$ cat config.mk
export PLATFORM = sky130hd
export DESIGN_NAME = ht16d35a_frame_writer
export DESIGN_NICKNAME = d
export VERILOG_FILES = /design/src/rtl/ht16d35a_pkg.sv /design/src/rtl/ht16d35a_frame_writer.sv
export SDC_FILE = /design/constraint.sdc
export NUM_CORES = 1
export LEC_CHECK = 0
export CORE_MARGIN = 2
export CORE_UTILIZATION = 50
export CTS_CLUSTER_DIAMETER = 60
export CTS_CLUSTER_SIZE = 8
export DETAILED_ROUTE_END_ITERATION = 6
export GPL_TIMING_DRIVEN = 0
export PLACE_DENSITY = 0.83
export RECOVER_POWER = 25
export SLEW_MARGIN = 20
export SYNTH_ARGS = -nofsm -noshare
export SYNTH_HDL_FRONTEND = slang
export SYNTH_SLANG_ARGS = --single-unit
$ cat constraint.sdc
create_clock -name clk -period 6.3 [get_ports clk]
set_clock_uncertainty 0.15 [all_clocks]
set_input_delay 0.63 -clock clk [delete_from_list [all_inputs] [get_ports clk]]
set_output_delay 0.63 -clock clk [all_outputs]
set_load 0.05 [all_outputs]
$ cat src/rtl/ht16d35a_pkg.sv
// ht16d35a_pkg: shared types, defaults and chunk sizing for the HT16D35A frame writer
package ht16d35a_pkg;
  localparam logic [7:0] WRITE_CMD_DEF = 8'h80;
  typedef enum logic [2:0] {IDLE, FETCH, LAUNCH, WAIT_ACK, WAIT_DONE, DONE} fw_state_t;
  function automatic int chunk_len(input int rem, input int d);
    return rem < d ? rem : d;
  endfunction
endpackage

$ cat src/rtl/ht16d35a_frame_writer.sv
// ht16d35a_frame_writer: splits a framebuffer frame into HT16D35A display-RAM write transactions
module ht16d35a_frame_writer
  import ht16d35a_pkg::*;
#(
  parameter int NUM_SELECTS = 2,
  parameter int OUT_BYTES = 8,
  parameter int OUT_BYTES_SZ = $clog2(OUT_BYTES),
  parameter int FB_BYTES = 32,
  parameter int FB_ADDR_SZ = $clog2(FB_BYTES),
  parameter logic [7:0] WRITE_CMD = WRITE_CMD_DEF
) (
  input  logic                    clk,
  input  logic                    reset,
  input  logic                    start,
  input  logic [NUM_SELECTS-1:0]  target_cs,
  output logic                    wr_busy,
  output logic                    done,
  output logic                    fb_rd,
  output logic [FB_ADDR_SZ-1:0]   fb_addr,
  input  logic [7:0]              fb_data,
  output logic                    activate,
  output logic [NUM_SELECTS-1:0]  in_cs,
  output logic [7:0]              out_data [OUT_BYTES],
  output logic [OUT_BYTES_SZ-1:0] out_count,
  input  logic                    spi_busy
);
  localparam int D = OUT_BYTES - 2;
  localparam int IW = FB_ADDR_SZ + 1;
  fw_state_t st_q, st_d;
  logic [IW-1:0] idx_q, idx_d, rcnt_q, rcnt_d, ccnt_q, ccnt_d, n;
  logic [NUM_SELECTS-1:0] cs_q, cs_d;
  logic [OUT_BYTES_SZ-1:0] cnt_q, cnt_d;
  logic [7:0] buf_q [OUT_BYTES];
  logic [7:0] buf_d [OUT_BYTES];
  logic cap_q;
  assign n = IW'(chunk_len(FB_BYTES - int'(idx_q), D));
  assign fb_addr = fb_rd ? FB_ADDR_SZ'(idx_q + rcnt_q) : '0;
  assign wr_busy = st_q != IDLE && st_q != DONE;
  assign in_cs = cs_q;
  assign out_count = cnt_q;
  assign out_data = buf_q;
  // state, counters and transaction buffer registers
  always_ff @(posedge clk) begin
    if (reset) begin
      st_q <= IDLE;
      idx_q <= '0;
      rcnt_q <= '0;
      ccnt_q <= '0;
      cs_q <= '0;
      cnt_q <= '0;
      buf_q <= '{default: '0};
      cap_q <= 1'b0;
    end else begin
      st_q <= st_d;
      idx_q <= idx_d;
      rcnt_q <= rcnt_d;
      ccnt_q <= ccnt_d;
      cs_q <= cs_d;
      cnt_q <= cnt_d;
      buf_q <= buf_d;
      cap_q <= fb_rd;
    end
  end
  // sequencing: fetch a chunk, hand it to the controller, wait out its busy window
  always_comb begin
    st_d = st_q;
    idx_d = idx_q;
    rcnt_d = rcnt_q;
    ccnt_d = ccnt_q;
    cs_d = cs_q;
    cnt_d = cnt_q;
    buf_d = buf_q;
    fb_rd = 1'b0;
    activate = 1'b0;
    done = 1'b0;
    case (st_q)
      IDLE: if (start) begin
        st_d = FETCH;
        cs_d = target_cs;
        idx_d = '0;
        rcnt_d = '0;
        ccnt_d = '0;
      end
      FETCH: begin
        fb_rd = rcnt_q < n;
        if (fb_rd) rcnt_d = rcnt_q + 1'b1;
        if (cap_q) begin
          ccnt_d = ccnt_q + 1'b1;
          for (int k = 2; k < OUT_BYTES; k++) if (int'(ccnt_q) + 2 == k) buf_d[k] = fb_data;
          if (ccnt_q == n - 1'b1) begin
            st_d = LAUNCH;
            cnt_d = OUT_BYTES_SZ'(n + 1'b1);
            buf_d[0] = WRITE_CMD;
            buf_d[1] = 8'(idx_q);
          end
        end
      end
      LAUNCH: if (!spi_busy) begin
        activate = 1'b1;
        st_d = WAIT_ACK;
      end
      WAIT_ACK: if (spi_busy) st_d = WAIT_DONE;
      WAIT_DONE: if (!spi_busy) begin
        idx_d = idx_q + n;
        rcnt_d = '0;
        ccnt_d = '0;
        st_d = int'(idx_d) >= FB_BYTES ? DONE : FETCH;
      end
      DONE: begin
        done = 1'b1;
        st_d = IDLE;
      end
      default: st_d = IDLE;
    endcase
  end
endmodule

# Yosys cells after proc, flatten, opt, wreduce, memory -nomap -nowiden
# Cells that the tools add are included.
# op_classes
addsub	8
order_cmp	3
n_mux	22
eq_ne	20
reduce_logical	17
# op_table
op	n
$eq A32 B4 Y1 const B	3
$eq A32 B3 Y1 const B	2
$mux W6	6
$pmux W6 S3	2
$reduce_and A3 Y1	8
$mux W3	7
$pmux W3 S5	1
$ne A2 B2 Y1 const B	7
$add A6 B1 Y6 const B	2
$pmux W6 S2	1
$reduce_and A4 Y1	2
$add A6 B2 Y7 const B	1
$eq A7 B3 Y1 const B	1
$lt A7 B4 Y1 const B	1
$sub A6 B6 Y7 const A	1
$add A6 B6 Y6	1
$eq A3 B2 Y1 const B	2
$eq A3 B3 Y1 const B	2
$eq A6 B6 Y1	1
$ge A6 B6 Y1 const B	1
$lt A6 B6 Y1	1
$reduce_and A6 Y1	1
$reduce_bool A3 Y1	2
$sub A6 B1 Y6 const B	1
other kinds (10)	13
# totals
word_cells	85
out_inout_bits	78
input_bits	14
register_bits	82

# Depth between registers and ports, before layout
# logic_depth
ltp_word	8
mapped_depth	17
ltp_nobuf	15

# Least setup slack after synthesis
# Ideal clock, no wire load.
# synth_timing
kind	register -> output
startpoint	reg idx_q[1]
endpoint	out fb_addr[0]
path_slack_ns	0.924
arrival_ns	4.596
required_time_ns	5.520
path_buffers	2
stages_incl_launch_ff	16
path_cell_list	dfxtp_1 > clkbuf_1 > inv_1 > ha_1 > clkbuf_1 > nand2_1 > a31o_2 > o31ai_1 > nor2_1 > ha_1 > a21o_1 > a21o_1 > a211oi_1 > o2111ai_1 > nand2_1 > and2_1
# synth_between
elab_chain_len	6
# synth_rtl
item	line	rtl
from (decl)	ht16d35a_frame_writer.sv:30	logic [IW-1:0] idx_q, idx_d, rcnt_q, rcnt_d, ccnt_q, ccnt_d, n;
from (signal assigned)	ht16d35a_frame_writer.sv:55	idx_q <= idx_d;
$sub A6 B6 Y7 (*)	ht16d35a_frame_writer.sv:36	assign n = IW'(chunk_len(FB_BYTES - int'(idx_q), D));
$lt A7 B4 Y1	ht16d35a_pkg.sv:6	return rem < d ? rem : d;
$mux W6 (*)	ht16d35a_pkg.sv:6	
$lt A6 B6 Y1 (*)	ht16d35a_frame_writer.sv:85	fb_rd = rcnt_q < n;
$mux W1 (*)	ht16d35a_frame_writer.sv:76	case (st_q)
via fb_rd	ht16d35a_frame_writer.sv:18	output logic fb_rd,
$mux W5 (*)	ht16d35a_frame_writer.sv:37	assign fb_addr = fb_rd ? FB_ADDR_SZ'(idx_q + rcnt_q) : '0;
to (decl)	ht16d35a_frame_writer.sv:19	output logic [FB_ADDR_SZ-1:0] fb_addr,
# The timed path passes the listed nets; every way through them passes the cells marked *.

# Worst setup path in the final report
# layout_timing
startpoint	reg idx_q[1]
endpoint	out fb_addr[3]
# layout_between
elab_chain_len	6
elab_cells_between_ends	7
cone_classes	add/sub (2); order compare (2); mux (3)
# layout_rtl
item	line
$sub A6 B6 Y7	ht16d35a_frame_writer.sv:36
$lt A7 B4 Y1	ht16d35a_pkg.sv:6
$mux W6	ht16d35a_pkg.sv:6
$lt A6 B6 Y1	ht16d35a_frame_writer.sv:85
$mux W1	ht16d35a_frame_writer.sv:76
$mux W5 (*)	ht16d35a_frame_writer.sv:37
# Mark *: on every way between the ends. The rest lies on a longest branch, timed or not.

==> run_results.csv <==
group,metric,value,unit
cts,numCtsBuffers,9,
floorplanning,core_area,0.00876,mm2
synthesis,synthArstFlopShare,0,%
global_routing,grt_overflow,0,
cts,clkTransAtPathRegs,0.10,ns
critical_path,critPathArrivalTime,5.06,ns
finish,layout-drive-gt1-share,7.37,%
placement,gp_congestion,1.00,
drt,routed_wl,12.6,mm
cts,clk_latency,0.36,ns
floorplanning,die_area,0.00988,mm2
cts,cts_root_buf,"clkbuf_8",
power_and_ir_drop,power_leakage,0.00267,uW
finish,final_core_util,65.6,%
finish,nFillCells,702,
synthesis,yosysSeqAreaShare,36.1,%
cts,cts_max_path_buffers,2,
finish,nNetsFinal,667,
drt,via_count,4240,
worst_hold_path,hold_start,"out_data[50]$_SDFFE_PP0P_",
critical_path,r2r_start,"idx_q[1]$_SDFFE_PP0P_",
floorplanning,die_w,99.4,um
cts,htree_levels,3,
cts,cts_tree,"built",
drt,drtIter0Drc,259,
drt,wire_per_inst,16.8,um
critical_path,worstSetupPathType,"reg2out",
finish,syn2layout_area_growth,26.4,%
drt,vias_per_cell,5.68,
worst_hold_path,min_to,"out_data[50]$_SDFFE_PP0P_",
critical_path,cp_top_family,"buffers and inverters",
critical_path,cp-startpoint,"idx_q[1]$_SDFFE_PP0P_",
critical_path,critPathMaxStageDelay,0.82,ns
synthesis,ys_top_cells_by_count,"nor2_1 (92), dfxtp_1 (82), mux2i_1 (58)",
placement,dp_hpwl,9.57,mm
worst_hold_path,holdCritPathClass,"reg2reg",
floorplanning,fp.dieH,99.4,um
synthesis,synthCells,533,
synthesis,yosysWarnings,0,
global_routing,antenna_found_initial,0,
finish,num_antenna_cells,0,
cts,cts.sinks,82,
synthesis,synth_edf_count,0,
synthesis,yosysTopAreaCell,"dfxtp_1",
drt,final_antenna_net_count,0,
synthesis,syn_avg_cell_area,8.53,um2
synthesis,synth_top_area_share,36.1,%
synthesis,synth_area_leaders,"dfxtp_1 (36%), mux2i_1 (13%), nor2_1 (7.6%)",
critical_path,r2r-end,"out_data[51]$_SDFFE_PP0P_",
global_routing,track_usage,26.0,%
drt,first_pass_iters,5,
sta,worstMarginPinSlew,0.940,ns
critical_path,cp_slowest_cell,"clkdlybuf4s50_1",
critical_path,r2r_setup_slack,1.25,ns
placement,io_buffers,82,
cts,ctsHoldBuffers,0,
job,max-cap-violations,0,
floorplanning,start_util,51.9,%
synthesis,netlist_area,0.00455,mm2
worst_hold_path,holdPathStages,2,
sta,fin_crit,5.84,ns
sta,rsz0062_at_grt,"no",
sta,hold_viol,0,
critical_path,r2r_cells,16,
finish,seq_area,0.00164,mm2
synthesis,ys_ff_latch,82,
floorplanning,rows,34,
critical_path,cp_max_fo,10,
finish,multi_input_area,0.00271,mm2
synthesis,synth_ff_type,"dfxtp_1",
critical_path,crit_chain,"clkbuf_2 > inv_1 > ha_1 > buf_1 > nor4b_2 > a21oi_1 > o31ai_4 > nor2_1 > ha_1 > a21o_1 > a21o_1 > a211oi_1 > o2111ai_1 > a21oi_1 > clkdlybuf4s50_1",
power_and_ir_drop,powerDensity,175,mW/mm2
critical_path,crit_path_end_kind,"output pin",
sta,max_freq,0.171,GHz
drt,drc_errors,0,
synthesis,synth.distinct_cells,62,
critical_path,startpoint_type,"flip-flop",
critical_path,required,5.52,ns
outcome,status,"complete, no violations",
global_routing,grt_max_degree,18,
sta,relSlewSlack,37.2,%
global_routing,grt_pass1_wl,20.7,mm
sta,fin_crit_sh,92.7,%
power_and_ir_drop,p_total,1000,uW
power_and_ir_drop,irDropWorstVdd,0.000177,V
sta,slew_violations,0,
global_routing,grt_pass1_vias,4111,
synthesis,yosysMostFrequentCell,"nor2_1",
sta,setup_violations,0,
floorplanning,pin_count,92,
critical_path,crit_buf_inv,4,
==> layout by cell type (no fill, tap or decap), types with 4 or more instances in the layout <==
| cell | instances |
|---|---|
| a211oi_1 | 4 |
| a21o_1 | 7 |
| a21oi_1 | 29 |
| and3_1 | 4 |
| buf_4 | 9 |
| clkbuf_1 | 23 |
| clkbuf_8 | 9 |
| clkdlybuf4s50_1 | 43 |
| conb_1 | 9 |
| dfxtp_1 | 82 |
| dlygate4sd3_1 | 35 |
| ha_1 | 19 |
| inv_1 | 14 |
| mux2i_1 | 58 |
| nand2_1 | 38 |
| nand2b_1 | 9 |
| nand3_1 | 15 |
| nand4_1 | 6 |
| nor2_1 | 92 |
| nor3_1 | 8 |
| o211ai_1 | 5 |
| o21ai_0 | 14 |
| o21ai_1 | 4 |
| or3_1 | 5 |
| xnor2_1 | 12 |
| xor2_1 | 15 |
==> cells by family (layout without fill, tap and decap cells) <==
group / count (synthesis) / after routing / share of synthesized area [%]
adders and majority gates: 20 / 20 / 5.67
and+or+nand+nor: 199 / 199 / 20.2
other: 1 / 9 / 0.0825
buffers and inverters: 52 / 149 / 5.36
AOI/OAI and AO/OA: 92 / 92 / 14.1
muxes: 60 / 60 / 13.3
DFF: 82 / 82 / 36.1
xor gates and xnor gates: 27 / 27 / 5.20
==> layer usage <==
metal  vias up  wire [um]  track usage (%)
met4         0        132             6.43
met2       155       6060             44.6
met3        13       1120             7.66
met1      2020       5260             31.9
li1       2052          -                -
met5         -          0                0
==> timing repair <==
item                       in CTS  in global routing
resized for setup               4                  5
setup endpoints to repair       6                  6
buffers inserted                0                  0
==> worst max-delay path by stage <==
stage | end | slack [ns] | cells past startpoint
final | fb_addr[3] | 0.46 | 15
after global routing | fb_addr[0] | 0.04 | 15
after CTS | fb_rd | 0.009 | 15
after detailed placement | fb_addr[0] | -0.18 | 16
after global placement | fb_addr[0] | -0.13 | 16
after floorplan | fb_addr[0] | 0.92 | 15
==> final cells by class <==
cell class                 instances  area share (%)
tap                              108            2.35
clock inverter                     7            1.24
multi-input combinational        407            47.2
buffer                            36            3.22
inverter                          15           0.979
clock buffer                       9            2.15
timing repair buffer              82            14.3
sequential                        82            28.6
==> sequential cells by signal, summed over array words and instances (netlist names) <==
| name | flops |
|---|---|
| rcnt_q | 6 |
| st_q | 3 |
| idx_q | 6 |
| ccnt_q | 6 |
| out_count | 3 |
| out_data | 55 |
| in_cs | 2 |
| cap_q | 1 |
==> report_power, final <==
part           internal [uW]  total, uW  switching, uW  leakage (uW)
registers                523        527           4.26      0.000662
logic                   32.2       99.6           67.4       0.00192
clock network            155        378            223     0.0000931
total                    710       1000            295       0.00267
==> tightest hold or removal path, delay by kind of cell, from the launching register on <==
kind | cells | cell delay (ns)
flip-flops | 1 | 0.32
multiplexers | 1 | 0.05
AND/OR/NAND/NOR | 1 | 0.05
==> per-stage QoR <==
stage / cell area [um2] / TNS, ns / std cells / hold slack, ns / worst slack [ns]
floorplan: 4580 / 0 / 541 / 0.335 / 0.924
global placement: 5530 / -0.283 / 731 / 0.298 / -0.130
detailed placement: 5530 / -0.406 / 731 / 0.303 / -0.176
CTS: 5740 / 0 / 747 / 0.316 / 0.00880
global route: 5750 / 0 / 746 / 0.339 / 0.0434
finish: 5750 / 0 / 746 / 0.308 / 0.457
No activity file was read; power rests on OpenSTA's default activity.
